**src/rtl/calc_operator_if.sv**
```systemverilog
// Stream bundle for calc_operator: operand A/B inputs, result output and the tlast error flag.
// slave is the operator's own view; master is the environment that feeds and drains it.
interface calc_operator_if #(
  parameter int DATA_W = 32
);
  logic [DATA_W-1:0] s_a_tdata;
  logic              s_a_tvalid;
  logic              s_a_tlast;
  logic              s_a_tready;
  logic [DATA_W-1:0] s_b_tdata;
  logic              s_b_tvalid;
  logic              s_b_tlast;
  logic              s_b_tready;
  logic [DATA_W-1:0] m_result_tdata;
  logic              m_result_tvalid;
  logic              m_result_tlast;
  logic              m_result_tready;
  logic              err_tlast;

  modport slave (
    input  s_a_tdata, s_a_tvalid, s_a_tlast,
           s_b_tdata, s_b_tvalid, s_b_tlast,
           m_result_tready,
    output s_a_tready, s_b_tready,
           m_result_tdata, m_result_tvalid, m_result_tlast,
           err_tlast
  );

  modport master (
    output s_a_tdata, s_a_tvalid, s_a_tlast,
           s_b_tdata, s_b_tvalid, s_b_tlast,
           m_result_tready,
    input  s_a_tready, s_b_tready,
           m_result_tdata, m_result_tvalid, m_result_tlast,
           err_tlast
  );
endinterface

```
**src/rtl/calc_operator.sv**
```systemverilog
// Joins A/B operand streams, applies add/sub/mul (OP) and buffers results; define CALC_OPERATOR_SAT_EN to saturate instead of wrap.
// Result valid LATENCY edges after acceptance; operands are taken only as a pair and only while credit remains.
module calc_operator #(
  parameter int DATA_W     = 32,
  parameter int OP         = 0,
  parameter int LATENCY    = 3,
  parameter int FIFO_DEPTH = 8
) (
  input  logic           aclk,
  input  logic           areset,
  calc_operator_if.slave io
);
  localparam int PTR_W = $clog2(FIFO_DEPTH);
  localparam int CNT_W = $clog2(FIFO_DEPTH) + 2;

  logic               credit;
  logic               accept;
  logic               push;
  logic               pop;
  logic [DATA_W-1:0]  op_res;

  logic [LATENCY-1:0] pipe_vld_q, pipe_vld_d;
  logic [LATENCY-1:0] pipe_last_q, pipe_last_d;
  logic [DATA_W-1:0]  pipe_dat_q [LATENCY];
  logic [DATA_W-1:0]  pipe_dat_d [LATENCY];

  logic [DATA_W:0]    mem_q [FIFO_DEPTH];
  logic [DATA_W:0]    mem_d [FIFO_DEPTH];
  logic [PTR_W-1:0]   wr_ptr_q, wr_ptr_d;
  logic [PTR_W-1:0]   rd_ptr_q, rd_ptr_d;
  logic [CNT_W-1:0]   in_flight_q, in_flight_d;
  logic [CNT_W-1:0]   fifo_count_q, fifo_count_d;
  logic               err_tlast_q, err_tlast_d;

  // Every accepted pair owns a buffer slot from acceptance on, so the pipeline never has to stall.
  assign credit        = (in_flight_q + fifo_count_q) < CNT_W'(FIFO_DEPTH);
  assign accept        = ~areset & io.s_a_tvalid & io.s_b_tvalid & credit;
  assign io.s_a_tready = accept;
  assign io.s_b_tready = accept;

  assign push               = pipe_vld_q[LATENCY-1];
  assign io.m_result_tvalid = (fifo_count_q != '0);
  assign pop                = io.m_result_tvalid & io.m_result_tready;
  assign io.m_result_tdata  = io.m_result_tvalid ? mem_q[rd_ptr_q][DATA_W-1:0] : '0;
  assign io.m_result_tlast  = io.m_result_tvalid & mem_q[rd_ptr_q][DATA_W];
  assign io.err_tlast       = err_tlast_q;

`ifdef CALC_OPERATOR_SAT_EN
  logic signed [2*DATA_W-1:0] a_ext;
  logic signed [2*DATA_W-1:0] b_ext;
  logic signed [2*DATA_W-1:0] wide;

  always_comb begin
    a_ext = {{DATA_W{io.s_a_tdata[DATA_W-1]}}, io.s_a_tdata};
    b_ext = {{DATA_W{io.s_b_tdata[DATA_W-1]}}, io.s_b_tdata};
    case (OP)
      0:       wide = a_ext + b_ext;
      1:       wide = a_ext - b_ext;
      default: wide = a_ext * b_ext;
    endcase
    // Overflow whenever the bits above the result's sign are not all copies of the true sign.
    if (!wide[2*DATA_W-1] && (wide[2*DATA_W-2:DATA_W-1] != '0)) begin
      op_res = {1'b0, {(DATA_W-1){1'b1}}};
    end else if (wide[2*DATA_W-1] && (wide[2*DATA_W-2:DATA_W-1] != '1)) begin
      op_res = {1'b1, {(DATA_W-1){1'b0}}};
    end else begin
      op_res = wide[DATA_W-1:0];
    end
  end
`else
  always_comb begin
    case (OP)
      0:       op_res = io.s_a_tdata + io.s_b_tdata;
      1:       op_res = io.s_a_tdata - io.s_b_tdata;
      default: op_res = io.s_a_tdata * io.s_b_tdata;
    endcase
  end
`endif

  always_comb begin
    pipe_vld_d     = pipe_vld_q;
    pipe_last_d    = pipe_last_q;
    pipe_dat_d     = pipe_dat_q;
    pipe_vld_d[0]  = accept;
    pipe_last_d[0] = io.s_a_tlast;
    pipe_dat_d[0]  = op_res;
    for (int i = 1; i < LATENCY; i++) begin
      pipe_vld_d[i]  = pipe_vld_q[i-1];
      pipe_last_d[i] = pipe_last_q[i-1];
      pipe_dat_d[i]  = pipe_dat_q[i-1];
    end

    mem_d = mem_q;
    if (push) begin
      mem_d[wr_ptr_q] = {pipe_last_q[LATENCY-1], pipe_dat_q[LATENCY-1]};
    end
    wr_ptr_d     = push ? wr_ptr_q + PTR_W'(1) : wr_ptr_q;
    rd_ptr_d     = pop  ? rd_ptr_q + PTR_W'(1) : rd_ptr_q;
    in_flight_d  = in_flight_q + CNT_W'(accept) - CNT_W'(push);
    fifo_count_d = fifo_count_q + CNT_W'(push) - CNT_W'(pop);
    err_tlast_d  = err_tlast_q | (accept & (io.s_a_tlast ^ io.s_b_tlast));
  end

  always_ff @(posedge aclk) begin
    if (areset) begin
      pipe_vld_q   <= '0;
      pipe_last_q  <= '0;
      wr_ptr_q     <= '0;
      rd_ptr_q     <= '0;
      in_flight_q  <= '0;
      fifo_count_q <= '0;
      err_tlast_q  <= 1'b0;
    end else begin
      pipe_vld_q   <= pipe_vld_d;
      pipe_last_q  <= pipe_last_d;
      wr_ptr_q     <= wr_ptr_d;
      rd_ptr_q     <= rd_ptr_d;
      in_flight_q  <= in_flight_d;
      fifo_count_q <= fifo_count_d;
      err_tlast_q  <= err_tlast_d;
    end
  end

  // Payload storage carries no reset; only the valid/count state decides what is visible.
  always_ff @(posedge aclk) begin
    pipe_dat_q <= pipe_dat_d;
    mem_q      <= mem_d;
  end

  push_into_full_buffer: assert property (@(posedge aclk) disable iff (areset)
    !(push && (fifo_count_q == CNT_W'(FIFO_DEPTH))));

endmodule

```
**src/flat_wrapper.sv**
```systemverilog
// flat-port wrapper written by rule: the top's interface ports become plain ports
module calc_operator_flat 
#(
  parameter int DATA_W     = 32,
  parameter int OP         = 0,
  parameter int LATENCY    = 3,
  parameter int FIFO_DEPTH = 8
)
  (aclk, areset, io_s_a_tdata, io_s_a_tvalid, io_s_a_tlast, io_s_b_tdata, io_s_b_tvalid, io_s_b_tlast, io_m_result_tready, io_s_a_tready, io_s_b_tready, io_m_result_tdata, io_m_result_tvalid, io_m_result_tlast, io_err_tlast);
  calc_operator_if #(.DATA_W(DATA_W)) io_i ();
  input  logic aclk;
  input  logic areset;
  input wire logic [$bits(io_i.s_a_tdata)-1:0] io_s_a_tdata;
  input wire logic [$bits(io_i.s_a_tvalid)-1:0] io_s_a_tvalid;
  input wire logic [$bits(io_i.s_a_tlast)-1:0] io_s_a_tlast;
  input wire logic [$bits(io_i.s_b_tdata)-1:0] io_s_b_tdata;
  input wire logic [$bits(io_i.s_b_tvalid)-1:0] io_s_b_tvalid;
  input wire logic [$bits(io_i.s_b_tlast)-1:0] io_s_b_tlast;
  input wire logic [$bits(io_i.m_result_tready)-1:0] io_m_result_tready;
  output wire logic [$bits(io_i.s_a_tready)-1:0] io_s_a_tready;
  output wire logic [$bits(io_i.s_b_tready)-1:0] io_s_b_tready;
  output wire logic [$bits(io_i.m_result_tdata)-1:0] io_m_result_tdata;
  output wire logic [$bits(io_i.m_result_tvalid)-1:0] io_m_result_tvalid;
  output wire logic [$bits(io_i.m_result_tlast)-1:0] io_m_result_tlast;
  output wire logic [$bits(io_i.err_tlast)-1:0] io_err_tlast;
  assign io_i.s_a_tdata = io_s_a_tdata;
  assign io_i.s_a_tvalid = io_s_a_tvalid;
  assign io_i.s_a_tlast = io_s_a_tlast;
  assign io_i.s_b_tdata = io_s_b_tdata;
  assign io_i.s_b_tvalid = io_s_b_tvalid;
  assign io_i.s_b_tlast = io_s_b_tlast;
  assign io_i.m_result_tready = io_m_result_tready;
  assign io_s_a_tready = io_i.s_a_tready;
  assign io_s_b_tready = io_i.s_b_tready;
  assign io_m_result_tdata = io_i.m_result_tdata;
  assign io_m_result_tvalid = io_i.m_result_tvalid;
  assign io_m_result_tlast = io_i.m_result_tlast;
  assign io_err_tlast = io_i.err_tlast;
  calc_operator #(.DATA_W(DATA_W), .OP(OP), .LATENCY(LATENCY), .FIFO_DEPTH(FIFO_DEPTH)) u_core (.aclk(aclk), .areset(areset), .io(io_i));
endmodule
```
**config.mk**
```make
export PLATFORM = sky130hd
export DESIGN_NAME = calc_operator_flat
export DESIGN_NICKNAME = d
export VERILOG_FILES = /design/src/rtl/calc_operator_if.sv /design/src/rtl/calc_operator.sv /design/src/flat_wrapper.sv
export SDC_FILE = /design/constraint.sdc
export NUM_CORES = 1
export LEC_CHECK = 0
export ABC_AREA = 0
export CORE_MARGIN = 2
export CORE_UTILIZATION = 49
export CTS_CLUSTER_SIZE = 25
export DETAILED_ROUTE_END_ITERATION = 10
export PLACE_DENSITY = 0.79
export SETUP_SLACK_MARGIN = 0.15
export SYNTH_ARGS = -nofsm -noshare
export SYNTH_HDL_FRONTEND = slang
export SYNTH_SLANG_ARGS = --single-unit
```
**constraint.sdc**
```tcl
create_clock -name aclk -period 8.11 [get_ports aclk]
set_clock_uncertainty 0.2 [all_clocks]
set_input_delay 1.622 -clock aclk [delete_from_list [all_inputs] [get_ports aclk]]
set_output_delay 1.622 -clock aclk [all_outputs]
set_load 0.02 [all_outputs]
```
==> results by group <==
Timing
  – Relative slew slack: around a third
  – Unrepaired setup endpoints after global routing: no
  – Final sum of negative setup slack: 0 ns
  – Final Critical Period: roughly 5.5 ns
  – Actual slew at the worst max-slew pin: slightly below 1 ns
  – Worst setup slack after layout: ~2.6 ns
  – Final setup violation count: 0
  – Number of failing hold endpoints at the final stage: 0
  – Slew Viols, Final: 0
  – Fmax: about 180 MHz
  – Period Utilization, post-route: between 60% and 70%

Worst hold path
  – Worst Min Path Start: u_core.pipe_dat_d[13]
  – Worst Hold Depth: 0
  – Worst hold path class: reg2reg
  – Worst Hold Endpoint: u_core.pipe_dat_q[13]

Global route
  – Residual overflow from global routing: 0
  – Number of antenna violations at the first check in global routing: 0
  – Global-route wire length before repair: around 44000 um
  – Via count of the first global-routing pass: 7856
  – Overall fraction of global-route tracks in use: between 10% and 20%
  – Pin count of the biggest net entering global routing: 39

Worst setup path
  – Register-to-Register Path Depth: 16
  – Library cell appearing most often on the critical path: sky130_fd_sc_hd__clkdlybuf4s50_1
  – Crit path kind: in2out
  – Category of the worst setup path capture point: output pin
  – Worst reg2reg path startpoint: u_core.in_flight_q[1]
  – Internal reg-to-reg setup slack: 4.61 ns
  – Cell with the largest stage delay on the worst path: sky130_fd_sc_hd__clkdlybuf4s50_1
  – Data arrival time of the worst path: 3.65 ns
  – Worst reg2reg endpoint: u_core.in_flight_q[4]
  – Delay of the slowest critical-path stage: just over 0.8 ns
  – Cells along the critical path: clkdlybuf4s50_1, nand4b_1, inv_1, clkdlybuf4s50_1
  – Crit path max fanout: 23
  – Startpoint type of the worst setup path: input pin
  – Data required time of the critical path: 6.29 ns

Yosys
  – Seq cells post-synth: ~380
  – Netlist cell types: 56
  – Cell Area, Synth: 14800 sq um
  – Syn avg cell area: about 17 sq um
  – Post-Syn Nets: a little over 1000
  – Number of flops mapped to enable cells by yosys: between 200 and 300
  – Share of flip-flops with an asynchronous set or reset after synthesis: 0%
  – Number of warnings reported in the yosys synthesis log: 0
  – Portion of the post-synthesis area used by sequential elements: 69.4%
  – Cells after Synth: ~890
  – Top FF cell, synth: sky130_fd_sc_hd__edfxtp_1

Placed design
  – Hpwl dp: around 17000 um
  – Gpl congestion: ~0.81
  – DP Worst Slack: ~2.6 ns
  – Port bufs: 107

Power
  – Max rail drop VDD: between 0.1 and 0.15 mV
  – PwrDens: between 300 and 400 nW/um^2
  – Final total power: 5.39 mW
  – Leakage power summed over all cells: around 6 nW

Detailed routing
  – Residual antenna-violating net count after detailed routing: 0
  – Final routed wirelength across all metal layers: ~28000 um
  – Routed vias: ~7800
  – DRC Markers: 0
  – Iter 0 DRT Violations: between 500 and 600
  – Detailed Routing Iterations Pass 1: 7
  – Via-to-Cell Ratio: between 5 and 6
  – WL/cell: between 15 and 20 um

Outcome
  – Outcome: complete, no violations

CTS
  – Largest buffer count on any clock path: 3
  – Number of buffers added to fix hold violations after cts: 0
  – Clock tree root driver cell: sky130_fd_sc_hd__clkbuf_16
  – H-tree depth reported by CTS: 2
  – CTS resizes: 0
  – TritonCTS clock tree: built
  – Buffers inserted by post-CTS timing repair: 0
  – Number of clock buffers inserted by TritonCTS: 37
  – Clock latency at the later pin of the worst-skew pair: slightly above 0.5 ns
  – Clock transition at the register clock pins on the worst setup and hold paths after CTS: 0.06 ns
  – CTS Sinks: ~380

Floorplanning
  – Starting density of the core: 50.0%
  – Placement row count: 63
  – Top-Level Pins: 108
  – Vertical die dimension: 178 um
  – Die width: roughly 180 um
  – Die area: about 32000 sq um
  – Area of the core: roughly 30000 sq um

Layout
  – Final antenna diode count: 0
  – Number of nets in the layout: ~1100
  – Top library cells by usage in the layout, fill and taps aside: 264 x sky130_fd_sc_hd__edfxtp_1, 116 x sky130_fd_sc_hd__dfxtp_1, 107 x sky130_fd_sc_hd__clkdlybuf4s50_1
  – Final Util: about 59%
  – Proportion of layout cells with a drive suffix above 1: 15.4%
  – Leading cell type in the layout, fill and taps excluded: sky130_fd_sc_hd__edfxtp_1
  – P&R area growth vs syn: 18.9%

Job
  – Count of maximum capacitance violations: 0
[stage by stage]
stage | hold slack, ns | cell area, sq um | instances
floorplan | 0.110 | 14800 | 892
global placement | 0.110 | 16400 | 1372
detailed placement | 0.112 | 16400 | 1372
CTS | 0.123 | 17700 | 1439
global route | 0.122 | 17700 | 1439
finish | 0.120 | 17700 | 1439
[worst max path at each step]
stage / start / end / slack (ns) / cells after the start
after CTS: areset / io_s_b_tready / 2.60 / 4
final: areset / io_s_b_tready / 2.64 / 4
after floorplan: areset / io_s_b_tready / 4.08 / 3
after global routing: areset / io_s_a_tready / 2.49 / 4
after detailed placement: areset / io_s_b_tready / 2.61 / 4
after global placement: areset / io_s_b_tready / 2.67 / 4
[registers in the layout, indices dropped and copies added, names as in the netlist]
register             cells
u_core.pipe_dat_d       64
u_core.pipe_last_q       3
u_core.fifo_count_q      5
u_core.in_flight_q       5
u_core.mem_q           264
u_core.rd_ptr_q          3
u_core.pipe_dat_q       32
u_core.pipe_vld_q        3
u_core.wr_ptr_q          3
u_core.io.err_tlast      1
[Yosys cell counts (4+ instances only)]
master | instances | area [sq um]
sky130_fd_sc_hd__edfxtp_1 | 264 | 7930
sky130_fd_sc_hd__a21o_1 | 13 | 97.6
sky130_fd_sc_hd__ha_1 | 47 | 588
sky130_fd_sc_hd__mux4_2 | 66 | 1490
sky130_fd_sc_hd__dfxtp_1 | 119 | 2380
sky130_fd_sc_hd__nor2b_1 | 9 | 56.3
sky130_fd_sc_hd__a211oi_1 | 6 | 45.0
sky130_fd_sc_hd__and3_1 | 4 | 25.0
sky130_fd_sc_hd__mux2i_1 | 35 | 350
sky130_fd_sc_hd__xnor2_1 | 23 | 201
sky130_fd_sc_hd__clkbuf_1 | 16 | 60.1
sky130_fd_sc_hd__nor3_1 | 8 | 40.0
sky130_fd_sc_hd__a21oi_1 | 37 | 185
sky130_fd_sc_hd__nand2_1 | 26 | 97.6
sky130_fd_sc_hd__inv_1 | 27 | 101
sky130_fd_sc_hd__nand2b_1 | 7 | 43.8
sky130_fd_sc_hd__buf_1 | 4 | 15.0
sky130_fd_sc_hd__xor2_1 | 19 | 166
sky130_fd_sc_hd__o21ai_0 | 19 | 95.1
sky130_fd_sc_hd__nand3_1 | 4 | 20.0
sky130_fd_sc_hd__nor2_1 | 73 | 274
sky130_fd_sc_hd__buf_2 | 7 | 35.0
sky130_fd_sc_hd__o211ai_1 | 9 | 67.6
[per-layer routing]
layer  share of wire [%]  vias to the layer above  global-route usage (%)  wire length, um
li1                    -                     3673                       -                -
met1                  43                     3850                    24.8            12200
met2                  50                      278                    31.0            14200
met3                 5.9                       32                    2.92             1690
met4                 1.5                        0                    4.27              432
met5                   0                        -                       0                0
[worst max-delay path: cells and delay by family]
family	cells	cell delay (ns)
buffers and inverters	3	1.55
and+or+nand+nor	1	0.46
[power breakdown]
part / switching, mW / internal (mW)
registers: 0.183 / 2.30
logic: 0.590 / 0.605
clock network: 0.710 / 1.01
total: 1.48 / 3.91
[layout make-up]
cell class | instances | area (sq um)
repair buffers | 119 | 1160
clock inverters | 16 | 104
multi-input cells | 453 | 4330
fillers | 2151 | 12100
flip-flops and latches | 383 | 10300
clock buffers | 51 | 1160
well taps | 390 | 488
inverters | 27 | 101
[kinds of logic (layout without fill, tap and decap cells)]
kind of cell    Yosys count  count (layout)  share of synthesized area, %
flops                   383             383                          69.4
simple gates            145             145                          4.41
compound gates          115             115                          5.38
mux                     101             101                          12.4
buf+inv                  56             213                          1.55
fa+ha+maj                50              50                          4.37
xor+xnor                 42              42                          2.48
Note: power is estimated with default switching activity, not from simulation.
